$ cat config.mk
export PLATFORM = sky130hd
export DESIGN_NAME = dmem_arbiter
export DESIGN_NICKNAME = d
export VERILOG_FILES = /design/src/rtl/dmem_arbiter_pkg.sv /design/src/rtl/dmem_arbiter_arb_pick.sv /design/src/rtl/dmem_arbiter.sv
export SDC_FILE = /design/constraint.sdc
export NUM_CORES = 1
export LEC_CHECK = 0
export ABC_AREA = 1
export CAP_MARGIN = 20
export CORE_ASPECT_RATIO = 2
export CORE_MARGIN = 4
export CORE_UTILIZATION = 39
export CTS_CLUSTER_DIAMETER = 40
export DETAILED_ROUTE_END_ITERATION = 6
export HOLD_SLACK_MARGIN = 0.02
export PLACE_DENSITY = 0.77
export SLEW_MARGIN = 10
export SYNTH_ARGS = -nofsm -noshare
export SYNTH_HDL_FRONTEND = slang
export SYNTH_SLANG_ARGS = --single-unit
$ cat constraint.sdc
create_clock -name clk -period 2.6 [get_ports clk]
set_input_delay 0.52 -clock clk [delete_from_list [all_inputs] [get_ports clk]]
set_output_delay 0.52 -clock clk [all_outputs]
set_load 0.05 [all_outputs]
$ cat src/rtl/dmem_arbiter_pkg.sv
// Shared encodings, widths and request payload for the data-memory arbiter.
package dmem_arbiter_pkg;

   localparam int unsigned ADDR_W = 15;
   localparam int unsigned DATA_W = 16;
   localparam int unsigned LAT_W  = 3;
   localparam int unsigned WAIT_W = 8;

   typedef enum logic [1:0] {
      IDLE    = 2'd0,
      ACCESS  = 2'd1,
      CAPTURE = 2'd2,
      DONE    = 2'd3
   } state_e;

   typedef enum logic {
      OWN_CPU = 1'b0,
      OWN_DMA = 1'b1
   } owner_e;

   typedef struct packed {
      logic              we;
      logic [ADDR_W-1:0] addr;
      logic [DATA_W-1:0] wdata;
   } mem_req_t;

endpackage

$ cat src/rtl/dmem_arbiter_arb_pick.sv
// Combinational winner selection between CPU and DMA requesters.
module arb_pick
   import dmem_arbiter_pkg::*;
#(
   parameter int unsigned PRIO_MODE = 0
) (
   input  logic cpu_req_i,
   input  logic dma_req_i,
   input  logic last_owner_i,
   input  logic starve_i,
   output logic winner_c_o,
   output logic valid_c_o
);

   // Ties go to the non-last owner (round-robin) or to the CPU unless DMA is starving.
   always_comb begin
      winner_c_o = OWN_CPU;
      valid_c_o  = cpu_req_i | dma_req_i;
      if (cpu_req_i && dma_req_i) begin
         if (PRIO_MODE == 0) begin
            winner_c_o = (last_owner_i == OWN_CPU) ? OWN_DMA : OWN_CPU;
         end else begin
            winner_c_o = starve_i ? OWN_DMA : OWN_CPU;
         end
      end else if (dma_req_i) begin
         winner_c_o = OWN_DMA;
      end
   end

endmodule

$ cat src/rtl/dmem_arbiter.sv
// Two-requester sequencer for the single-port data memory: arbitrates, strobes
// the memory for MEM_LAT cycles, captures read data and pulses done.
module dmem_arbiter
   import dmem_arbiter_pkg::*;
#(
   parameter int unsigned MEM_LAT      = 1,
   parameter int unsigned PRIO_MODE    = 0,
   parameter int unsigned STARVE_LIMIT = 8
) (
   input  logic              clk,
   input  logic              rst,
   input  logic              cpu_req,
   input  logic              cpu_we,
   input  logic [ADDR_W-1:0] cpu_addr,
   input  logic [DATA_W-1:0] cpu_wdata,
   output logic              cpu_gnt,
   output logic              cpu_done,
   output logic [DATA_W-1:0] cpu_rdata,
   input  logic              dma_req,
   input  logic              dma_we,
   input  logic [ADDR_W-1:0] dma_addr,
   input  logic [DATA_W-1:0] dma_wdata,
   output logic              dma_gnt,
   output logic              dma_done,
   output logic [DATA_W-1:0] dma_rdata,
   output logic              mem_read,
   output logic              mem_write,
   output logic [ADDR_W-1:0] mem_addr,
   output logic [DATA_W-1:0] mem_wdata,
   input  logic [DATA_W-1:0] mem_rdata,
   output logic              busy
);

   state_e              state_q, state_d;
   logic                owner_q, owner_d;
   logic                last_owner_q, last_owner_d;
   logic                we_q, we_d;
   logic [LAT_W-1:0]    lat_q, lat_d;
   logic [WAIT_W-1:0]   wait_q, wait_d;
   logic [ADDR_W-1:0]   mem_addr_q, mem_addr_d;
   logic [DATA_W-1:0]   mem_wdata_q, mem_wdata_d;
   logic                mem_read_q, mem_read_d;
   logic                mem_write_q, mem_write_d;
   logic                cpu_gnt_q, cpu_gnt_d;
   logic                dma_gnt_q, dma_gnt_d;
   logic                cpu_done_q, cpu_done_d;
   logic                dma_done_q, dma_done_d;
   logic [DATA_W-1:0]   cpu_rdata_q, cpu_rdata_d;
   logic [DATA_W-1:0]   dma_rdata_q, dma_rdata_d;
   logic                busy_q, busy_d;

   logic                pick_winner_c;
   logic                pick_valid_c;
   logic                starve_c;
   mem_req_t            cpu_req_s, dma_req_s, sel_req_s;

   assign starve_c  = (wait_q >= WAIT_W'(STARVE_LIMIT));
   assign cpu_req_s = '{we: cpu_we, addr: cpu_addr, wdata: cpu_wdata};
   assign dma_req_s = '{we: dma_we, addr: dma_addr, wdata: dma_wdata};
   assign sel_req_s = (pick_winner_c == OWN_DMA) ? dma_req_s : cpu_req_s;

   arb_pick #(
      .PRIO_MODE (PRIO_MODE)
   ) u_arb_pick (
      .cpu_req_i    (cpu_req),
      .dma_req_i    (dma_req),
      .last_owner_i (last_owner_q),
      .starve_i     (starve_c),
      .winner_c_o   (pick_winner_c),
      .valid_c_o    (pick_valid_c)
   );

   // Outputs are registered, so every *_d below is the value for the next cycle.
   always_comb begin
      state_d      = state_q;
      owner_d      = owner_q;
      last_owner_d = last_owner_q;
      we_d         = we_q;
      lat_d        = lat_q;
      mem_addr_d   = mem_addr_q;
      mem_wdata_d  = mem_wdata_q;
      mem_read_d   = 1'b0;
      mem_write_d  = 1'b0;
      cpu_gnt_d    = 1'b0;
      dma_gnt_d    = 1'b0;
      cpu_done_d   = 1'b0;
      dma_done_d   = 1'b0;
      cpu_rdata_d  = cpu_rdata_q;
      dma_rdata_d  = dma_rdata_q;

      case (state_q)
         IDLE: begin
            if (pick_valid_c) begin
               state_d     = ACCESS;
               owner_d     = pick_winner_c;
               we_d        = sel_req_s.we;
               mem_addr_d  = sel_req_s.addr;
               mem_wdata_d = sel_req_s.wdata;
               lat_d       = LAT_W'(MEM_LAT - 1);
               mem_read_d  = ~sel_req_s.we;
               mem_write_d = sel_req_s.we;
               cpu_gnt_d   = (pick_winner_c == OWN_CPU);
               dma_gnt_d   = (pick_winner_c == OWN_DMA);
            end
         end
         ACCESS: begin
            cpu_gnt_d = (owner_q == OWN_CPU);
            dma_gnt_d = (owner_q == OWN_DMA);
            if (lat_q == '0) begin
               state_d = CAPTURE;
            end else begin
               lat_d       = lat_q - LAT_W'(1);
               mem_read_d  = ~we_q;
               mem_write_d = we_q;
            end
         end
         CAPTURE: begin
            state_d    = DONE;
            cpu_done_d = (owner_q == OWN_CPU);
            dma_done_d = (owner_q == OWN_DMA);
            if (!we_q) begin
               if (owner_q == OWN_CPU) begin
                  cpu_rdata_d = mem_rdata;
               end else begin
                  dma_rdata_d = mem_rdata;
               end
            end
         end
         DONE: begin
            state_d      = IDLE;
            last_owner_d = owner_q;
         end
         default: begin
            state_d = IDLE;
         end
      endcase

      busy_d = (state_d != IDLE);
   end

   // DMA starvation counter: counts cycles DMA waits without owning the memory.
   always_comb begin
      wait_d = wait_q;
      if (!dma_req) begin
         wait_d = '0;
      end else if (state_q == IDLE && pick_valid_c && pick_winner_c == OWN_DMA) begin
         wait_d = '0;
      end else if (!(state_q != IDLE && owner_q == OWN_DMA) && wait_q != '1) begin
         wait_d = wait_q + WAIT_W'(1);
      end
   end

   always_ff @(posedge clk or posedge rst) begin
      if (rst) begin
         state_q      <= IDLE;
         owner_q      <= OWN_CPU;
         last_owner_q <= OWN_DMA;
         we_q         <= 1'b0;
         lat_q        <= '0;
         wait_q       <= '0;
         mem_addr_q   <= '0;
         mem_wdata_q  <= '0;
         mem_read_q   <= 1'b0;
         mem_write_q  <= 1'b0;
         cpu_gnt_q    <= 1'b0;
         dma_gnt_q    <= 1'b0;
         cpu_done_q   <= 1'b0;
         dma_done_q   <= 1'b0;
         cpu_rdata_q  <= '0;
         dma_rdata_q  <= '0;
         busy_q       <= 1'b0;
      end else begin
         state_q      <= state_d;
         owner_q      <= owner_d;
         last_owner_q <= last_owner_d;
         we_q         <= we_d;
         lat_q        <= lat_d;
         wait_q       <= wait_d;
         mem_addr_q   <= mem_addr_d;
         mem_wdata_q  <= mem_wdata_d;
         mem_read_q   <= mem_read_d;
         mem_write_q  <= mem_write_d;
         cpu_gnt_q    <= cpu_gnt_d;
         dma_gnt_q    <= dma_gnt_d;
         cpu_done_q   <= cpu_done_d;
         dma_done_q   <= dma_done_d;
         cpu_rdata_q  <= cpu_rdata_d;
         dma_rdata_q  <= dma_rdata_d;
         busy_q       <= busy_d;
      end
   end

   assign cpu_gnt   = cpu_gnt_q;
   assign cpu_done  = cpu_done_q;
   assign cpu_rdata = cpu_rdata_q;
   assign dma_gnt   = dma_gnt_q;
   assign dma_done  = dma_done_q;
   assign dma_rdata = dma_rdata_q;
   assign mem_read  = mem_read_q;
   assign mem_write = mem_write_q;
   assign mem_addr  = mem_addr_q;
   assign mem_wdata = mem_wdata_q;
   assign busy      = busy_q;

endmodule
Yosys cells after proc, flatten, opt, wreduce, memory -nomap -nowiden
Index checks and enable logic that the tools add are counted.

Register bits after elaboration: 78. Bits of input ports: 84. Logic and storage cells: 58.

Equal/unequal tests: 5. Add/sub/neg operators: 1. Reduce and logical (&&, ||, !) cells: 9. Bitwise gates (word level): 5. Multiplexer cells: 22.

Operators by type and width (count): 2-to-1 mux 32 bit (1); 2-to-1 mux 1 bit (11); AND reduction 3 bit (3); one-hot mux 1 bit (2 select lines) (4); one-hot mux 2 bit (4 select lines) (1); 2-to-1 mux 3 bit (2); one-hot mux 3 bit (2 select lines) (1); == test 2 bit (second input constant) (2); 2-to-1 mux 2 bit (2); inequality test 2 bit (second input constant) (2); NOT 1 bit (4); nonzero test 2 bit (2); logical NOT 3 bit (1); subtractor 3 x 1 -> 3 bit (second input constant) (1); == test 2 x 1 -> 1 bit (second input constant) (1); logical NOT 2 bit (1); AND reduction 2 bit (1); logical AND 1 bit (1); bitwise OR 1 bit (1).

Depth between registers and ports, before layout
Word-level depth: 6. Gate-level depth with buffers: 8. Depth with buffers taken out: 8.

Modules after synthesis
Synthesis repeated with hierarchy kept, for this count alone.

Cell total of the unflattened synthesis: 444. Area total of the unflattened synthesis: 3947.5 µm².

Modules (own cells, without submodules): dmem_arbiter (seq. area each 2153.3 µm², times used 1, area each 3932.5 µm², cells an instance 441); arb_pick (seq. area each 0.0 µm², times used 1, area each 15.0 µm², cells an instance 3).

Least setup slack after synthesis
Ideal clock, no wire load.

Path kind: register to register. From: reg lat_q[0]. To: reg mem_read_q (netlist: mem_read). Cell stages (with the launch flop): 8. Required time: 2.535 ns. Data arrival time: 1.263 ns. Slack: 1.272 ns. Library setup time: 0.065 ns. Path through: dfrtp_1 > inv_1 > ha_1 > ha_1 > inv_1 > nand3_2 > or2_2 > nand2_1.

Word-level cells in the longest chain between the ends: 3.

RTL lines: start: declaration (line dmem_arbiter.sv:38) `logic [LAT_W-1:0] lat_q, lat_d;`; start signal: assignment (line dmem_arbiter.sv:177) `lat_q <= lat_d;`; logical NOT 3 bit (line dmem_arbiter.sv:109) `if (lat_q == '0) begin`; 2-to-1 mux 1 bit (line dmem_arbiter.sv:109); one-hot mux 1 bit (2 select lines) (line dmem_arbiter.sv:91) `case (state_q)`; named net mem_read_d (line dmem_arbiter.sv:42) `logic mem_read_q, mem_read_d;`; end signal: assignment (line dmem_arbiter.sv:181) `mem_read_q <= mem_read_d;`; end: declaration (line dmem_arbiter.sv:42).

The timed path passes the listed nets, and every way through them passes these cells. A chain may end at the register's enable or synchronous reset.

Worst setup path in the final report
From: reg mem_wdata_q[6] (netlist: mem_wdata[6]). To: out mem_wdata[6].

RTL lines: start: declaration (line dmem_arbiter.sv:41) `logic [DATA_W-1:0] mem_wdata_q, mem_wdata_d;`; start signal: assignment (line dmem_arbiter.sv:180) `mem_wdata_q <= mem_wdata_d;`; end: declaration (line dmem_arbiter.sv:29) `output logic [DATA_W-1:0] mem_wdata,`.

No word-level cell between the ends.

==> reports/metrics.cfg <==
[run_status]
status=complete, no violations

[sta]
final-setup-viol-count=0
rsz0062_at_grt=false
tightest_slew_ns=0.6960
finClkSkew_ns=0.005885
holdWs_ns=0.4770
finalCritPeriodShare_pct=78.31
fin_setup_tns_ns=0
report.final.slew_viol_count=0
period_minus_slack_ns=2.036
final-hold-violation-count=0
maxSlewHeadroom_pct=53.55
fin_ws_ns=0.5638
timing.fmax_mhz=491.1

[worst_hold_path]
min-delay-start=mem_wdata[4]
hp-class=flop to flop
hold_depth=2
hold_end=mem_wdata[4]

[place]
portBuffers=153
gp_congestion=0.8018
dpl.hpwl_um=7471
dp_slack_ns=0.6747

[critical_path]
r2r_cells=4
critPathBufInv=1
regToRegEndpoint=cpu_rdata[6]
crit_path_max_fanout=2
worstReg2RegStart=state_q[0]
crit_start=mem_wdata[6]
crit_family=buffers and inverters
slowest_delay_ns=0.84
worst_path_max_delay_cell=clkdlybuf4s50_1
critPathKind=flop to output pin
reg2reg_slack_ns=1.12
critPathRequiredTime_ns=2.08
crit_path_start_kind=flop
worst_setup_path_end_kind=output pin
worstPathCellList=clkdlybuf4s50_1
arrival_ns=1.52

[drt]
drc=0
firstDrtPassIters=4
totalWireLength_um=9816
vias_per_cell=4.768
num_vias=3452
ant_nets=0
wl_per_cell_um=13.56
drt_iter0_drc=144

[grt]
grt_use_total_pct=17.93
grt_pass1_wl_um=16160
grt_antenna_before_repair=0
grt_pass1_vias=3490
grt_max_degree=42
grt_overflow=0

[floorplan]
initial_core_util_pct=39.99
fp.dieW_um=77.13
core-area_um2=9321
die-area_um2=11280
rows=50
die_h_um=146.3
pin_count=154

[final_layout]
syn_to_final_growth_pct=50.55
num-fill-cells=838
final_nets=701
seqCellArea_um2=1953
diodes=0
multi_input_area_um2=1247
drive_gt1_share_pct=7.581

[logic_synthesis]
synthCells=465
syn_avg_cell_area_um2=8.016
synth_flop_cell=dfrtp_1
synth_seq_area_share_pct=52.40
syn-num-nets=551
synth-seq-cells=78
netlist-cell-type-count=24
syn_area_um2=3727
synth_edf_count=0
ys_async_sr_fraction_pct=100.0
yosys_warnings=0

[cts]
insertion_delay_ns=0.33
cts_buffer_depth=2
cts_tree=done
root_buffer=clkbuf_16
cts_made_buffers=9
ctsHoldBuffers=0
path_clk_slew_ns=0.05
htreeDepth=3
cts_setup_buffers=0
cts_sinks=78
cts_resized=0

[power_and_ir_drop]
p_leak_uw=0.002903
power_density_nw_per_um2=1381
vdd_drop_max_mv=0.7086

[flow_run]
drv_cap=0

-- Yosys cell counts, types with 2 or more instances --
master    number  area [um^2]
nand2_1      145        544.3
inv_1         92        345.3
dfrtp_1       77         1927
nand3_1       67        335.3
o21ai_1       25        125.1
buf_6         10        112.6
o21ai_2        7        61.31
clkbuf_1       6        22.52
nor2_1         6        22.52
nand2_2        5        31.28
buf_2          4        20.02
nand3_2        4        40.04
buf_4          3        22.52
o21ai_0        3        15.01
ha_1           2        25.02
-- state kept, by name (all words and copies together), names as in the netlist --
register and flops:
mem_wdata 16, dma_done 1, mem_addr 15, last_owner_q 1, owner_q 1, lat_q 3
cpu_gnt 1, dma_rdata 16, we_q 1, cpu_done 1, dma_gnt 1, state_q 2
mem_read 1, busy 1, mem_write 1, cpu_rdata 16
-- power breakdown --
| group | internal, uW | total (uW) | switching, uW | leakage [uW] |
|---|---|---|---|---|
| Sequential | 1800 | 2130 | 334 | 0.000960 |
| Clock | 774 | 1220 | 450 | 0.000151 |
| Combinational | 1430 | 4390 | 2960 | 0.00179 |
-- layout by cell type (no fill, tap or decap) --
cell type	n
clkdlybuf4s50_1	153
nand2_1	145
inv_1	91
dfrtp_1	77
nand3_1	67
o21ai_1	25
clkbuf_16	9
o21ai_2	7
buf_4	7
nor2_1	6
nand2_2	5
clkbuf_8	5
nand3_2	4
o21ai_0	3
clkinv_2	2
ha_1	2
buf_12	2
inv_2	1
nor2_4	1
nor2_2	1
nand4_1	1
or2_0	1
o22ai_1	1
a21oi_1	1
or2_2	1
clkinvlp_4	1
dfstp_2	1
-- per-layer routing --
| layer | global-route usage (%) | up-vias | routed length, um | share of wire, % |
|---|---|---|---|---|
| met3 | 4.321 | 16 | 570 | 5.8 |
| li1 | - | 1710 | - | - |
| met2 | 32.41 | 134 | 5253 | 54 |
| met5 | 0 | - | 0 | 0 |
| met1 | 19.65 | 1592 | 3777 | 38 |
| met4 | 7.487 | 0 | 215 | 2.2 |
-- area by class of cell --
cell class                      instances  area share [%]
Clock inverter                          2          0.2230
Timing Repair Buffer                  162           28.94
Sequential cell                        78           34.80
Tap cell                              104           2.319
Inverter                               93           6.243
Clock buffer                           14           5.240
Multi-Input combinational cell        271           22.23
-- how the worst max path moves through the flow --
stage	end	slack [ns]	depth (start not counted)
2_1_floorplan	busy	0.09	1
4_1_cts	mem_addr[6]	0.55	1
3_5_place_dp	mem_addr[8]	0.67	7
3_3_place_gp	mem_wdata[9]	0.69	7
6_report	mem_wdata[6]	0.56	1
5_1_grt	mem_addr[7]	0.51	1
-- cells by family after synthesis --
| family | count (synthesis) | synth area share [%] |
|---|---|---|
| simple gates | 232 | 27.09 |
| buf+inv | 116 | 14.13 |
| flops | 78 | 52.40 |
| compound gates | 37 | 5.707 |
| fa+ha+maj | 2 | 0.6713 |
-- per-stage QoR --
| step | util [%] | cells | total power, uW | instance area [um^2] |
|---|---|---|---|---|
| detailed placement | 56.91 | 708 | 6563 | 5305 |
| global route | 60.20 | 724 | 8177 | 5612 |
| floorplan | - | 465 | 5109 | 3727 |
| CTS | 60.20 | 724 | 7826 | 5612 |
| global placement | 56.91 | 708 | 6486 | 5305 |
| finish | 60.20 | 724 | 7748 | 5612 |
(Power assumes the default switching activity.)
